**config.mk**
```make
export PLATFORM = sky130hd
export DESIGN_NAME = dual_issue_queue
export DESIGN_NICKNAME = d
export VERILOG_FILES = /design/src/rtl/dual_issue_queue.sv
export SDC_FILE = /design/constraint.sdc
export NUM_CORES = 1
export LEC_CHECK = 0
export CAP_MARGIN = 25
export CELL_PAD_IN_SITES_DETAIL_PLACEMENT = 1
export CELL_PAD_IN_SITES_GLOBAL_PLACEMENT = 1
export CORE_MARGIN = 3
export CORE_UTILIZATION = 54
export DETAILED_ROUTE_END_ITERATION = 7
export GPL_TIMING_DRIVEN = 0
export PLACE_DENSITY = 0.86
export SLEW_MARGIN = 0
export SYNTH_ARGS = -nofsm -noshare
export SYNTH_HDL_FRONTEND = slang
export SYNTH_SLANG_ARGS = --single-unit
```
**constraint.sdc**
```tcl
create_clock -name clk -period 17.9 [get_ports clk]
set_clock_uncertainty 0.2 [all_clocks]
set_input_delay 3.58 -clock clk [delete_from_list [all_inputs] [get_ports clk]]
set_output_delay 3.58 -clock clk [all_outputs]
set_load 0.05 [all_outputs]
```
**src/rtl/dual_issue_queue.sv**
```systemverilog
// Instruction buffer between fetch and the two decode lanes of the 2-way in-order core.
// Issues the oldest one or two entries per cycle, pairing only when lane 1 is independent of lane 0.
module dual_issue_queue #(
  parameter int DEPTH = 8,
  parameter int AW    = 3
) (
  input  logic          clk,
  input  logic          rst,
  input  logic          flush,
  input  logic          stall,
  input  logic [1:0]    in_valid,
  input  logic [31:0]   in_instr0,
  input  logic [31:0]   in_pc0,
  input  logic [31:0]   in_instr1,
  input  logic [31:0]   in_pc1,
  output logic          in_ready,
  output logic          out_valid0,
  output logic [31:0]   out_instr0,
  output logic [31:0]   out_pc0,
  output logic          out_valid1,
  output logic [31:0]   out_instr1,
  output logic [31:0]   out_pc1,
  output logic [AW:0]   count
);

  localparam logic [AW:0] READY_MAX = (AW+1)'(DEPTH - 2);

  logic [31:0]   r_mem_instr [DEPTH];
  logic [31:0]   r_mem_pc    [DEPTH];
  logic [AW-1:0] r_head;
  logic [AW-1:0] r_tail;
  logic [AW:0]   r_count;

  logic [AW-1:0] w_head1;
  logic [AW-1:0] w_tail1;
  logic [31:0]   w_a_instr;
  logic [31:0]   w_b_instr;
  logic [4:0]    w_a_dst;
  logic [4:0]    w_b_dst;
  logic [1:0]    w_b_src;
  logic          w_raw;
  logic          w_waw;
  logic          w_pair_ok;
  logic [1:0]    w_enq_n;
  logic [1:0]    w_deq_n;

  // Destination register; 0 doubles as "no destination" since $0 never creates a hazard.
  function automatic logic [4:0] dst_of(input logic [5:0] op, input logic [5:0] fn,
                                        input logic [4:0] rt, input logic [4:0] rd);
    case (op)
      6'h00:   dst_of = (fn == 6'h08) ? 5'd0 : rd;
      6'h08, 6'h09, 6'h0A, 6'h0B, 6'h0C, 6'h0D, 6'h0E, 6'h0F, 6'h23:
               dst_of = rt;
      6'h03:   dst_of = 5'd31;
      default: dst_of = 5'd0;
    endcase
  endfunction

  // {reads rs, reads rt}
  function automatic logic [1:0] src_use(input logic [5:0] op, input logic [5:0] fn);
    case (op)
      6'h00: begin
        case (fn)
          6'h00, 6'h02: src_use = 2'b01;
          6'h08, 6'h09: src_use = 2'b10;
          default:      src_use = 2'b11;
        endcase
      end
      6'h08, 6'h09, 6'h0A, 6'h0B, 6'h0C, 6'h0D, 6'h0E, 6'h23:
               src_use = 2'b10;
      6'h2B, 6'h04, 6'h05:
               src_use = 2'b11;
      default: src_use = 2'b00;
    endcase
  endfunction

  function automatic logic is_ctrl(input logic [5:0] op, input logic [5:0] fn);
    is_ctrl = (op == 6'h04) || (op == 6'h05) || (op == 6'h02) || (op == 6'h03) ||
              ((op == 6'h00) && ((fn == 6'h08) || (fn == 6'h09)));
  endfunction

  function automatic logic is_mem(input logic [5:0] op);
    is_mem = (op == 6'h23) || (op == 6'h2B);
  endfunction

  assign w_head1   = r_head + AW'(1);
  assign w_tail1   = r_tail + AW'(1);
  assign w_a_instr = r_mem_instr[r_head];
  assign w_b_instr = r_mem_instr[w_head1];

  assign w_a_dst = dst_of(w_a_instr[31:26], w_a_instr[5:0], w_a_instr[20:16], w_a_instr[15:11]);
  assign w_b_dst = dst_of(w_b_instr[31:26], w_b_instr[5:0], w_b_instr[20:16], w_b_instr[15:11]);
  assign w_b_src = src_use(w_b_instr[31:26], w_b_instr[5:0]);

  assign w_raw = (w_a_dst != 5'd0) &&
                 ((w_b_src[1] && (w_b_instr[25:21] == w_a_dst)) ||
                  (w_b_src[0] && (w_b_instr[20:16] == w_a_dst)));
  assign w_waw = (w_a_dst != 5'd0) && (w_a_dst == w_b_dst);

  assign w_pair_ok = !is_ctrl(w_a_instr[31:26], w_a_instr[5:0]) && !w_raw && !w_waw &&
                     !(is_mem(w_a_instr[31:26]) && is_mem(w_b_instr[31:26]));

  assign in_ready   = (r_count <= READY_MAX);
  assign out_valid0 = (r_count >= (AW+1)'(1)) && !stall && !flush;
  assign out_valid1 = (r_count >= (AW+1)'(2)) && !stall && !flush && w_pair_ok;
  assign out_instr0 = w_a_instr;
  assign out_pc0    = r_mem_pc[r_head];
  assign out_instr1 = w_b_instr;
  assign out_pc1    = r_mem_pc[w_head1];
  assign count      = r_count;

  // The illegal slot pattern 10 enqueues nothing.
  always_comb begin
    w_enq_n = 2'd0;
    if (in_ready && !flush) begin
      case (in_valid)
        2'b01:   w_enq_n = 2'd1;
        2'b11:   w_enq_n = 2'd2;
        default: w_enq_n = 2'd0;
      endcase
    end
  end

  assign w_deq_n = {1'b0, out_valid0} + {1'b0, out_valid1};

  always_ff @(posedge clk or negedge rst) begin
    if (!rst) begin
      r_head  <= '0;
      r_tail  <= '0;
      r_count <= '0;
    end else if (flush) begin
      r_head  <= '0;
      r_tail  <= '0;
      r_count <= '0;
    end else begin
      r_head  <= r_head + AW'(w_deq_n);
      r_tail  <= r_tail + AW'(w_enq_n);
      r_count <= r_count + (AW+1)'(w_enq_n) - (AW+1)'(w_deq_n);
    end
  end

  // Entry storage carries no reset; occupancy alone decides what is meaningful.
  always_ff @(posedge clk) begin
    if (w_enq_n != 2'd0) begin
      r_mem_instr[r_tail] <= in_instr0;
      r_mem_pc[r_tail]    <= in_pc0;
    end
    if (w_enq_n == 2'd2) begin
      r_mem_instr[w_tail1] <= in_instr1;
      r_mem_pc[w_tail1]    <= in_pc1;
    end
  end

endmodule

```
==> Yosys cells after proc, flatten, opt, wreduce, memory -nomap -nowiden <==
Memory sizes are Yosys's and may differ from the RTL's.
Cells that the tools add are included.
{ "classes": {"reduce_logical": 40, "mux": 15, "magnitude_cmp": 3, "eq_ne": 38, "add_sub_neg": 7} }
{ "op_table": {"columns": ["op", "n"], "rows": [
  ["== test 6 x 4 -> 1 bit (second input constant)", 20],
  ["case mux 5 bit (3 select lines)", 2],
  ["== test 6 x 2 -> 1 bit (second input constant)", 4],
  ["== test 6 x 3 -> 1 bit (second input constant)", 4],
  ["== test 6 bit (second input constant)", 4],
  ["zero test 6 bit", 3],
  ["OR reduction 9 bit", 2],
  ["== test 5 bit", 3],
  ["logical AND 1 bit", 15],
  ["2-to-1 mux 5 bit", 2],
  ["logical OR 1 bit", 8],
  ["case mux 2 bit (2 select lines)", 2],
  ["OR reduction 8 bit", 1],
  ["adder 3 x 1 -> 3 bit (second input constant)", 2],
  ["adder 3 x 2 -> 3 bit", 2],
  ["zero test 1 bit", 6],
  ["2-to-1 mux 3 bit", 2],
  ["case mux 2 bit (3 select lines)", 1],
  ["nonzero test 5 bit", 1],
  ["adder 4 x 2 -> 4 bit", 1],
  ["== test 2 bit (second input constant)", 2],
  [">= comparator 4 x 1 -> 1 bit (second input constant)", 1],
  [">= comparator 4 x 2 -> 1 bit (second input constant)", 1],
  ["less-or-equal comparator 4 x 3 -> 1 bit (second input constant)", 1],
  ["other kinds (9)", 13]
]} }
{ "word_totals": {"in_bits": 134, "mem_count": 2, "register_bits": 10, "out_inout_bits": 135, "mem_bits_rw": 512} }
{ "memory_table": {"columns": ["name", "words", "width", "rd", "rd_ports_with_merged_regs", "wr", "line", "text"], "rows": [
  ["r_mem_instr", 8, 32, 2, 0, 2, "28", "logic [31:0] r_mem_instr [DEPTH];"],
  ["r_mem_pc", 8, 32, 2, 0, 2, "29", "logic [31:0] r_mem_pc [DEPTH];"]
]} }

==> Depth between registers and ports, before layout <==
Gate-level depths: netlist of run 1.
An unclocked memory read counts as a cell.
{ "depth": {"depth_word": 17, "mapped_depth": 23} }

==> Least setup slack after synthesis of run 1 <==
No wires, ideal clock.
{ "synth_path": {"path_kind": "input-to-reg", "startpoint": "in flush", "endpoint": "mem r_mem_instr[0][0], enable pin", "t_arrival_ns": 8.680, "slack_ns": 8.440, "cell_stages": 3, "cell_sequence": "and3b_1 nand2b_1 o31ai_1"} }
{ "synth_lines": {"columns": ["item", "line", "text"], "rows": [
  ["from (decl)", "9", "input logic flush,"],
  ["to (decl)", "28", null]
]} }

==> Worst setup path after layout of run 1 <==
{ "layout_path": {"startpoint": "reg r_head[1]", "endpoint": "out out_pc1[0]"} }
{ "layout_via": {"elab_chain_len": 2} }
{ "layout_rtl": {"columns": ["item", "line", "text"], "rows": [
  ["from (decl)", "30", "logic [AW-1:0] r_head;"],
  ["from (signal assigned)", "136", "r_head <= r_head + AW'(w_deq_n);"],
  ["adder 3 x 1 -> 3 bit", "86", "assign w_head1 = r_head + AW'(1);"],
  ["memory (8 x 32 bit)", null, null],
  ["to (decl)", "22", "output logic [31:0] out_pc1,"]
]} }
No other way between the ends.

==> results of run 1 <==
==> where the power goes <==
part | internal [mW] | switching [mW]
registers | 1.40 | 0.0332
clock network | 0.644 | 0.511
logic | 1.12 | 1.77
total | 3.16 | 2.32
==> through the flow <==
step | total power [mW] | instances | hold slack [ns] | utilization, %
floorplan | 3.29 | 1873 | 0.482 | -
global placement | 4.15 | 2889 | 0.551 | 61.6
detailed placement | 4.26 | 2925 | 0.596 | 63.1
CTS | 5.42 | 3028 | 0.659 | 66.2
global route | 5.61 | 3040 | 0.704 | 66.5
finish | 5.47 | 3043 | 0.672 | 66.5
==> flip-flops by register name, indices dropped and copies added (netlist names) <==
name and flops:
r_mem_instr 256, r_mem_pc 256, count 4, r_head 3, r_tail 3
==> synth_stat cells, types with 3 or more instances <==
cell        n
edfxtp_1  512
a21o_1      3
xor2_1      5
mux2_2    582
and3_1      3
nand4_1     7
clkbuf_1   87
o21ai_1     3
buf_1      25
nor2b_1     9
dfrtp_1    10
ha_1       12
nor2_1     10
fa_1        4
nor3b_1    12
nand2b_1    4
buf_2      19
inv_1      24
buf_4       4
o21bai_1    3
nor4_1      4
nand2_1   168
mux2i_1    18
nand3_1     4
a21oi_1     7
nand3b_1    8
nor3_1     12
mux4_2    250
xnor2_1    16
a22oi_1     7
o21ai_0    10
==> layer usage <==
metal  GRT usage [%]  vias up  part of all wire (%)
met4            17.7       10                   4.6
met5               0        -                 0.055
met1            46.7    11400                    36
met2            62.4     1598                    50
li1                -     8381                     -
met3            7.43      346                   9.6
==> cell usage in the layout (no fill, tap or decap), types with 6 or more instances in the layout <==
master           instances
buf_2                   19
o21ai_0                  7
buf_1                   25
ha_1                    12
xnor2_1                 16
edfxtp_1               512
nand4_1                  7
dfrtp_1                 10
nor2_1                  10
buf_16                  11
clkinv_2                 6
nor3_1                  12
clkbuf_16               58
mux4_2                 250
clkdlybuf4s50_1        268
mux2i_1                 18
a21oi_1                  7
nor2b_1                  9
buf_8                   20
mux2_2                 582
clkbuf_1               105
nand3b_1                 8
a22oi_1                  7
buf_12                  12
clkinv_1                14
nand2_1                168
inv_1                   24
nor3b_1                 12
==> kinds of logic (layout without fill, tap and decap cells) <==
family                   after synthesis  after routing  share of synthesized area (%)
XOR/XNOR                              21             21                          0.601
AO/OA/AOI/OAI                         49             49                           1.19
multiplexers                         850            850                           40.4
other                                  0              4                              0
buffers and inverters                162            580                           2.16
adder cells (fa/ha/maj)               16             16                          0.753
AND/OR/NAND/NOR                      253            253                           3.80
flip-flops                           522            522                           51.1
==> how the worst max path moves through the flow <==
stage,from,to,slack [ns],cells past startpoint
after floorplan,flush,r_mem_instr[0][0],8.44,3
after global placement,flush,r_mem_instr[0][6],1.49,4
after detailed placement,flush,out_valid1,7.51,7
after CTS,r_head[1],out_pc1[1],7.36,13
after global routing,r_head[1],out_pc1[0],7.10,13
final,r_head[1],out_pc1[0],7.27,13
==> layout make-up <==
cell class	count	area share, %
Clock inverter	25	0.566
Inverter	25	0.254
Sequential cell	522	42.3
Clock buffer	78	4.19
Timing Repair Buffer	315	9.66
Antenna cell	4	0.0271
Tap cell	748	2.53
Multi-Input combinational cell	1189	38.9
Buffer	137	1.54
==> critical path: stages (launching register included) <==
cell	delay, ns
dfrtp_1	0.53
ha_1	0.40
buf_2	0.34
buf_4	0.34
buf_2	0.26
buf_2	0.37
buf_2	0.51
buf_2	0.48
clkbuf_1	0.72
clkbuf_1	0.76
mux4_2	0.36
nand2_1	0.06
nand2_1	0.12
clkdlybuf4s50_1	0.93
==> qor.txt, run 1 <==
status - finished, final reports clean
syn avg cell area - 16.3 um^2
static leakage - 12.1 nW
GRT Resource Usage Total - 37.2%
# Max-Cap Violations - 0
placer's final routability congestion estimate - 0.891
Setup crit start kind - register
HPWL after detailed placement - 75600 um
DP Area - 0.0350 mm^2
hold buffer count at cts - 0
Worst Max-Slew Pin Slew - 1.18 ns
share of layout cells above drive strength 1 - 43.3%
Period Utilization, post-route - 59.4%
Setup Viol. Count Final - 0
total number of vias - 21700
FF-to-FF Start - r_head[1]
Yosys cell types - 56
Worst R2R Setup Slack - 10.80 ns
Syn Inst Count - 1873
wirelength, routed - 112000 um
WHS Path Cells - 2
Post-CTS Resized - 0
ys async rst share - 1.92%
clk_lat worst skew - 0.63 ns
CORE AREA - 0.0555 mm^2
global-route wire length before repair - 161000 um
hold crit path type - reg -> reg
pre-CTS setup slack - 7.51 ns
Worst Path Arrival - 6.85 ns
Power Density - 148 mW/mm^2
area occupied by multi-input gates - 0.0144 mm^2
CTS root buffer - clkbuf_16
Routed WL per cell - 36.9 um
IO Pins - 269
Post-synth EDFFs - 512
Chip Width - 244 um
post-synth top area share - 50.3%
R2R depth - 21
maximum clock frequency - 94.1 MHz
final instance area - 0.0369 mm^2
area leader, netlist - edfxtp_1
GR Overflow Total - 0
Worst EP required - 14.12 ns
vias in the first global route - 23400
Rows - 86
post-synthesis cell area - 0.0306 mm^2
syn_nets - 2023
Setup Buffers After CTS - 0
TritonCTS clock tree - yes
total die area - 0.0595 mm^2
Die Ht - 244 um
CP Capture Type - output pin
VDD IR max - 0.135 mV
fin crit period - 10.63 ns
ranking of synthesized cells by area - edfxtp_1 (50%), mux2_2 (21%), mux4_2 (18%)
RR Endpoint - count[3]
DRC Markers - 0
Synthesis Warnings - 0
PnR worst setup slack - 7.27 ns
final count of pins violating max slew - 0
Starting DRT DRC Count - 2916
RSZ-0062 raised after global routing - no
clock sink count - 522
TritonCTS buffer count - 57
Fill cells - 4860
Vias/cell - 7.14
PortBufs - 268
Setup CP Type - reg -> out
Nets - 2397
HP Start - r_head[0]
Seq cells post-synth - 522
Hold Crit Endpoint - r_head[0]
largest net degree at the start of global routing - 39
worst rel slew slack - 21.6%
Sum Neg Setup Slack - 0 ns
top fanout value on the critical path - 10
H-tree Lvls - 2
clock-pin slew on the worst setup and hold paths - 0.06 ns
register area - 0.0156 mm^2
Initial Util - 55.1%
Fin. Hold Viols - 0
Longest Clk Path Bufs - 3
Primary FF master, synth - edfxtp_1
TritonRoute pass-1 iters - 5
initial antenna violation count - 9
area growth from synthesis to layout - 20.8%
register area share after synthesis - 51.1%
post-route ant nets - 0
Note: power is estimated with default switching activity, not from simulation.
==> inputs of run 2 (changes only) <==
--- a/config.mk
+++ b/config.mk
@@ -9,10 +9,10 @@
 export CELL_PAD_IN_SITES_DETAIL_PLACEMENT = 1
 export CELL_PAD_IN_SITES_GLOBAL_PLACEMENT = 1
 export CORE_MARGIN = 3
-export CORE_UTILIZATION = 54
+export CORE_UTILIZATION = 45
 export DETAILED_ROUTE_END_ITERATION = 7
 export GPL_TIMING_DRIVEN = 0
-export PLACE_DENSITY = 0.86
+export PLACE_DENSITY = 0.76
 export SLEW_MARGIN = 0
 export SYNTH_ARGS = -nofsm -noshare
 export SYNTH_HDL_FRONTEND = slang
==> constraint.sdc (replaced) <==
create_clock -name clk -period 9.5 [get_ports clk]
set_clock_uncertainty 0.2 [all_clocks]
set_input_delay 1.9 -clock clk [delete_from_list [all_inputs] [get_ports clk]]
set_output_delay 1.9 -clock clk [all_outputs]
set_load 0.05 [all_outputs]
==> run 2 against run 1 <==
Net effect: combinational power up 85%; via count fell by 6.3%; flip-flop and latch count unchanged; die area is 19% higher.
==> qor.txt, run 2 (synthesis gave the netlist of run 1 again) <==
# Max-Cap Violations - 0 (unchanged)
CTS root buffer - clkbuf_16 (unchanged)
Period Utilization, post-route - 92.9%
R2R depth - 20 (was 21)
PnR worst setup slack - 0.670 ns (was 7.27 ns)
clk_lat worst skew - 0.63 ns (about the same)
Post-CTS Resized - 0 (unchanged)
critical path endpoint - out_pc1[11] (was out_pc1[0])
Rows - 94 (was 86)
vias in the first global route - 22000 (was 23400)
DP Area - 0.0353 mm^2 (was 0.0350 mm^2)
critical path's slowest cell - clkdlybuf4s50_1 (unchanged)
Cells after DPL - 3051 (was 2925)
TritonRoute pass-1 iters - 5 (unchanged)
worst rel slew slack - 23.5% (was 21.6%)
maximum clock frequency - 113 MHz
most common cell after layout, fill and taps aside - mux2_2 (unchanged)
top fanout value on the critical path - 10 (unchanged)
fin util - 56.0% (was 66.5%)
Nets - 2407 (was 2397)
post-route ant nets - 0 (unchanged)
DRC Markers - 0 (unchanged)
Setup Buffers After CTS - 0 (unchanged)
TritonCTS buffer count - 61 (was 57)
Worst Max-Slew Pin Slew - 1.15 ns (was 1.18 ns)
Worst Path Arrival - 6.73 ns (was 6.85 ns)
placer's final routability congestion estimate - 0.844 (was 0.891)
total die area - 0.0711 mm^2 (was 0.0595 mm^2)
CP Capture Type - output pin (unchanged)
Routed WL per cell - 33.4 um (was 36.9 um)
HPWL after detailed placement - 74000 um (was 75600 um)
CP cell instances - ha_1 > buf_2 > buf_4 > buf_2 > buf_2 > buf_2 > buf_2 > clkbuf_1 > clkbuf_1 > mux4_2 > nand2_1 > nand2_1 > clkdlybuf4s50_1 (unchanged)
Worst EP required - 7.40 ns (was 14.12 ns)
Vias/cell - 6.42 (was 7.14)
total number of vias - 20400 (was 21700)
RR Endpoint - count[2] (was count[3])
FF-to-FF Start - r_head[1] (unchanged)
Fin. Hold Viols - 0 (unchanged)
PortBufs - 268 (unchanged)
IO Pins - 269 (unchanged)
most frequent cells in the layout - mux2_2 (582), edfxtp_1 (512), clkdlybuf4s50_1 (268) (unchanged)
largest net degree at the start of global routing - 41 (was 39)
Top cell by count, worst path - buf_2 (unchanged)
H-tree Lvls - 2 (unchanged)
final count of pins violating max slew - 0 (unchanged)
GR Overflow Total - 0 (unchanged)
CORE AREA - 0.0666 mm^2 (was 0.0555 mm^2)
Initial Util - 46.0% (was 55.1%)
Starting DRT DRC Count - 2120 (was 2916)
wirelength, routed - 106000 um (was 112000 um)
Critical Path Max Stage Delay - 0.83 ns (was 0.93 ns)
Longest Clk Path Bufs - 3 (unchanged)
status - finished, final reports clean (unchanged)
area growth from synthesis to layout - 21.9% (was 20.8%)
final instance area - 0.0373 mm^2 (was 0.0369 mm^2)
fin crit period - 8.83 ns
share of layout cells above drive strength 1 - 43.7% (was 43.3%)
Die Ht - 267 um (was 244 um)
pre-CTS setup slack - 1.32 ns (was 7.51 ns)
clock-pin slew on the worst setup and hold paths - 0.06 ns (about the same)
Power Density - 277 mW/mm^2 (was 148 mW/mm^2)
static leakage - 12.1 nW (about the same)
launch point of the worst path - r_head[1] (unchanged)
GRT Resource Usage Total - 29.8% (was 37.2%)
Setup Viol. Count Final - 0 (unchanged)
Layout Cells excl Fill - 3172 (was 3043)
initial antenna violation count - 14 (was 9)
Setup crit start kind - register (unchanged)
Setup CP Type - reg -> out (unchanged)
hold crit path type - reg -> reg (unchanged)
TritonCTS clock tree - yes (unchanged)
Chip Width - 267 um (was 244 um)
RSZ-0062 raised after global routing - no (unchanged)
global-route wire length before repair - 153000 um (was 161000 um)
VDD IR max - 0.218 mV (was 0.135 mV)
Sum Neg Setup Slack - 0 ns (unchanged)
hold buffer count at cts - 0 (unchanged)
clock sink count - 522 (unchanged)
Worst R2R Setup Slack - 2.72 ns (was 10.80 ns)
## run 2: cell count changes in the layout (fill, tap and decap cells not counted), sizes merged
| cell | change |
|---|---|
| clkbuf | +9 |
| clkinv | -8 |
| buf | +6 |
| diode | +4 |
| bufinv | +1 |
| clkinvlp | +1 |
## run 2: stage by stage
stage | total power [mW] | hold WS, ns
global route | 10.7 | 0.623
detailed placement | 8.02 | 0.556
global placement | 7.88 | 0.511
finish | 10.3 | 0.576
floorplan | 6.20 | 0.482
CTS | 10.3 | 0.590
## run 2: how the worst min path moves through the flow
| stage | cells past startpoint | to | start |
|---|---|---|---|
| after floorplan | 2 | r_head[0] | r_head[0] |
| after detailed placement | 2 | count[0] | count[0] |
| final | 2 | count[0] | count[0] |
| after global routing | 2 | count[0] | count[0] |
| after CTS | 2 | count[0] | count[0] |
| after global placement | 2 | count[0] | count[0] |
## run 2: cell type report
type	instances	area (um^2)
Fill cell	6174	29300
Sequential cell	522	15600
Multi-Input combinational cell	1189	14400
Timing Repair Buffer	321	3620
Clock buffer	87	1690
Tap cell	864	1080
Buffer	137	568
Clock inverter	19	194
Inverter	25	93.8
Antenna cell	8	20.0
## run 2: power breakdown
group	leakage (nW)	total [mW]	switching [mW]	internal, mW
sequential	4.76	2.68	0.0534	2.63
combinational	6.47	5.35	3.24	2.10
clock	0.915	2.29	0.959	1.33
total	12.1	10.3	4.26	6.06
## run 2: routing by layer
| layer | share of wire, % | GRT usage, % | vias to the layer above |
|---|---|---|---|
| li1 | - | - | 8396 |
| met1 | 38 | 38.2 | 10700 |
| met2 | 49 | 49.3 | 1062 |
| met3 | 9.6 | 8.15 | 230 |
| met4 | 3.7 | 10.0 | 8 |
| met5 | 0.051 | 0 | - |
## run 2: critical path, delay by kind of cell, from the launching register on
kind | cells | cell delay [ns]
buf+inv | 9 | 4.51
flops | 1 | 0.53
fa+ha+maj | 1 | 0.41
mux | 1 | 0.37
simple gates | 2 | 0.25
==> inputs of run 3 (changes only) <==
--- a/config.mk
+++ b/config.mk
@@ -5,14 +5,15 @@
 export SDC_FILE = /design/constraint.sdc
 export NUM_CORES = 1
 export LEC_CHECK = 0
+export ABC_AREA = 1
 export CAP_MARGIN = 25
 export CELL_PAD_IN_SITES_DETAIL_PLACEMENT = 1
 export CELL_PAD_IN_SITES_GLOBAL_PLACEMENT = 1
 export CORE_MARGIN = 3
-export CORE_UTILIZATION = 45
+export CORE_UTILIZATION = 40
 export DETAILED_ROUTE_END_ITERATION = 7
 export GPL_TIMING_DRIVEN = 0
-export PLACE_DENSITY = 0.76
+export PLACE_DENSITY = 0.77
 export SLEW_MARGIN = 0
 export SYNTH_ARGS = -nofsm -noshare
 export SYNTH_HDL_FRONTEND = slang
==> run 3 against run 2 <==
Net effect: fmax grew 9.3%; utilization fell by 8.0 points; clock power about the same; clock-buffer cell count fell by 21; hold slack worse by 0.022 ns; via count is 70% higher; total power increased by 1.2%; cell count up 75%; register-to-register slack better by 0.45 ns; sequential share of layout area down 0.76 points.
==> qor.txt, run 3 <==
Psw - 5.07 mW (was 4.26 mW)
Primary FF master, synth - edfxtp_1 (unchanged)
PortBufs - 203 (was 268)
Nets - 4584 (was 2407)
combinational group share of total power - 52.7% (was 51.8%)
CTS root buffer - clkbuf_16 (unchanged)
Synthesis Warnings - 0 (unchanged)
Synth top cells by count - nand2_1 (1035), o21ai_0 (943), edfxtp_1 (512), inv_1 (350), a21oi_1 (257) (was mux2_2 (582), edfxtp_1 (512), mux4_2 (250), nand2_1 (168), clkbuf_1 (87))
post-route ant nets - 0 (unchanged)
Chip Width - 289 um (was 267 um)
total internal power - 5.37 mW (was 6.06 mW)
Seq cells post-synth - 522 (unchanged)
CP Capture Type - output pin (unchanged)
hold crit path type - reg -> reg (unchanged)
total number of vias - 34600 (was 20400)
Yosys cell types - 38 (was 56)
Post-CTS Resized - 0 (unchanged)
final count of pins violating max slew - 0 (unchanged)
maximum clock frequency - 124 MHz (was 113 MHz)
Seq pwr share - 25.6% (was 26.0%)
ranking of synthesized cells by area - edfxtp_1 (48%), o21ai_0 (15%), nand2_1 (12%) (was edfxtp_1 (50%), mux2_2 (21%), mux4_2 (18%))
RSZ-0062 raised after global routing - no (unchanged)
H-tree Lvls - 2 (unchanged)
DRC Markers - 0 (unchanged)
initial antenna violation count - 10 (was 14)
worst rel slew slack - 12.2% (was 23.5%)
Post-synth EDFFs - 512 (unchanged)
post-synthesis cell area - 0.0320 mm^2 (was 0.0306 mm^2)
global-route wire length before repair - 230000 um (was 153000 um)
placer's final routability congestion estimate - 0.933 (was 0.844)
Setup CP Type - reg -> out (unchanged)
CORE AREA - 0.0791 mm^2 (was 0.0666 mm^2)
share of layout cells above drive strength 1 - 7.39% (was 43.7%)
Setup crit start kind - register (unchanged)
TritonCTS clock tree - yes (unchanged)
Vias/cell - 6.25 (was 6.42)
Syn Inst Count - 4122 (was 1873)
Die Ht - 289 um (was 267 um)
area growth from synthesis to layout - 18.6% (was 21.9%)
Worst Max-Slew Pin Slew - 1.32 ns (was 1.15 ns)
syn avg cell area - 7.77 um^2 (was 16.3 um^2)
Fin. Hold Viols - 0 (unchanged)
Clk pwr share - 21.7% (was 22.2%)
Cells after DPL - 5422 (was 3051)
GRT Resource Usage Total - 37.7% (was 29.8%)
ys async rst share - 1.92% (unchanged)
VDD IR max - 0.246 mV (was 0.218 mV)
status - finished, final reports clean (unchanged)
Starting DRT DRC Count - 4378 (was 2120)
most frequent cells in the layout - nand2_1 (1035), o21ai_0 (937), edfxtp_1 (512) (was mux2_2 (582), edfxtp_1 (512), clkdlybuf4s50_1 (268))
HPWL after detailed placement - 116000 um (was 74000 um)
Power Density - 275 mW/mm^2 (was 277 mW/mm^2)
IO Pins - 269 (unchanged)
total die area - 0.0835 mm^2 (was 0.0711 mm^2)
Setup Buffers After CTS - 0 (unchanged)
largest net degree at the start of global routing - 24 (was 41)
clk_lat worst skew - 0.66 ns (was 0.63 ns)
Rows - 103 (was 94)
hold buffer count at cts - 0 (unchanged)
Initial Util - 40.5% (was 46.0%)
static leakage - 15.6 nW (was 12.1 nW)
Period Utilization, post-route - 85.0% (was 92.9%)
Worst EP required - 7.40 ns (about the same)
Power Total - 10.4 mW (was 10.3 mW)
fin crit period - 8.08 ns (was 8.83 ns)
Layout Cells excl Fill - 5537 (was 3172)
vias in the first global route - 34600 (was 22000)
Sw Share - 48.6% (was 41.3%)
area leader, netlist - edfxtp_1 (unchanged)
Setup Viol. Count Final - 0 (unchanged)
# Max-Cap Violations - 0 (unchanged)
wirelength, routed - 161000 um (was 106000 um)
Routed WL per cell - 29.1 um (was 33.4 um)
clock sink count - 522 (unchanged)
TritonRoute pass-1 iters - 8 (was 5)
top fanout value on the critical path - 10 (unchanged)
most numerous cell in the Yosys netlist - nand2_1 (was mux2_2)
post-synth top area share - 48.0% (was 50.3%)
syn_nets - 4272 (was 2023)
Longest Clk Path Bufs - 3 (unchanged)
Worst Path Arrival - 5.98 ns (was 6.73 ns)
TritonCTS buffer count - 57 (was 61)
register area share after synthesis - 48.8% (was 51.1%)
clock-pin slew on the worst setup and hold paths - 0.06 ns (about the same)
most common cell after layout, fill and taps aside - nand2_1 (was mux2_2)
GR Overflow Total - 0 (unchanged)
==> run 3: changes by cell type in the layout (fill, tap and decap cells not counted), moves of 64 or more <==
cell / previous run / this run
nor2_1: 10 / 242
nand3_1: 4 / 147
inv_1: 24 / 350
a31oi_1: 0 / 86
mux4_2: 250 / 0
a21oi_1: 7 / 257
clkbuf_1: 109 / 206
clkbuf_2: 0 / 64
nand2_1: 168 / 1035
o21ai_0: 7 / 937
clkdlybuf4s50_1: 268 / 203
mux2_2: 582 / 0
==> run 3: kinds of logic (layout without fill, tap and decap cells) <==
logic type                 after synthesis  count (layout)  synth area share [%]
and+or+nand+nor                       1473            1473                  18.5
adders and majority gates               16              16                 0.719
AOI/OAI and AO/OA                     1371            1371                  22.3
buffers and inverters                  735            1093                  9.60
other                                    0               7                     0
DFF                                    522             522                  48.8
xor gates and xnor gates                 5               5                 0.137
==> run 3: worst paths after layout <==
check                               start         end  slack (ns)  cells after the start
worst min-delay path            r_tail[0]   r_tail[0]        0.55                      3
worst max register to register  r_head[0]    count[3]        3.17                     25
min in group asynchronous             rst    count[3]        1.40                      1
worst max-delay path            r_head[0]  out_valid1        1.42                     18
max in group asynchronous             rst   r_tail[1]        7.37                      1
worst min register to register  r_tail[0]   r_tail[0]        0.55                      3
==> run 3: power by group through the flow <==
| stage | Sequential, mW | Combinational, mW | Clock [mW] |
|---|---|---|---|
| 2_1_floorplan | 2.74 | 3.25 | 0 |
| 3_3_place_gp | 2.76 | 5.24 | 0 |
| 3_5_place_dp | 2.72 | 5.35 | 0 |
| 4_1_cts | 2.67 | 5.38 | 2.24 |
| 5_1_grt | 2.67 | 5.76 | 2.32 |
| 6_report | 2.67 | 5.51 | 2.27 |
==> run 3: per-stage QoR <==
| step | TNS (ns) | setup slack (ns) | hold WS [ns] | cell area, um^2 | util (%) |
|---|---|---|---|---|---|
| 3_3_place_gp | -2574.85 | -8.39 | 0.465 | 35400 | 44.7 |
| 2_1_floorplan | -27.93 | -0.218 | 0.407 | 32000 | - |
| 4_1_cts | 0 | 1.43 | 0.556 | 37900 | 47.9 |
| 5_1_grt | 0 | 1.23 | 0.629 | 38000 | 48.0 |
| 6_report | 0 | 1.42 | 0.554 | 38000 | 48.0 |
| 3_5_place_dp | 0 | 2.10 | 0.520 | 36100 | 45.7 |
==> run 3: critical path: stages (launching register included) <==
cell and delay, ns:
dfrtp_1 0.47, ha_1 0.33, buf_2 0.20, inv_1 0.27, buf_2 0.43, buf_1 0.62
nand3_1 0.15, nand2_1 0.11, nor2_1 0.05, a31oi_1 0.44, inv_1 0.13, nand2_1 0.11
nand3b_1 0.08, nand2_1 0.07, nor2_1 0.04, nand2_1 0.07, nand3_1 0.07, a21oi_1 0.72
clkdlybuf4s50_1 0.96
==> run 3: routing by layer <==
metal	wire length, um	up-vias	GRT usage [%]
li1	-	14600	-
met1	59400	16900	47.4
met2	71300	2491	58.8
met3	20100	595	9.82
met4	10300	4	21.3
met5	26	-	0
==> run 3: layout make-up <==
type                            count  area, um^2
Fill cell                        9759       41200
Timing Repair Buffer              253        2730
Sequential cell                   522       15600
Buffer                            377        1730
Clock inverter                     39         340
Clock buffer                       66        1460
Inverter                          358        1340
Multi-Input combinational cell   2865       13400
Antenna cell                        7        17.5
Tap cell                         1050        1310
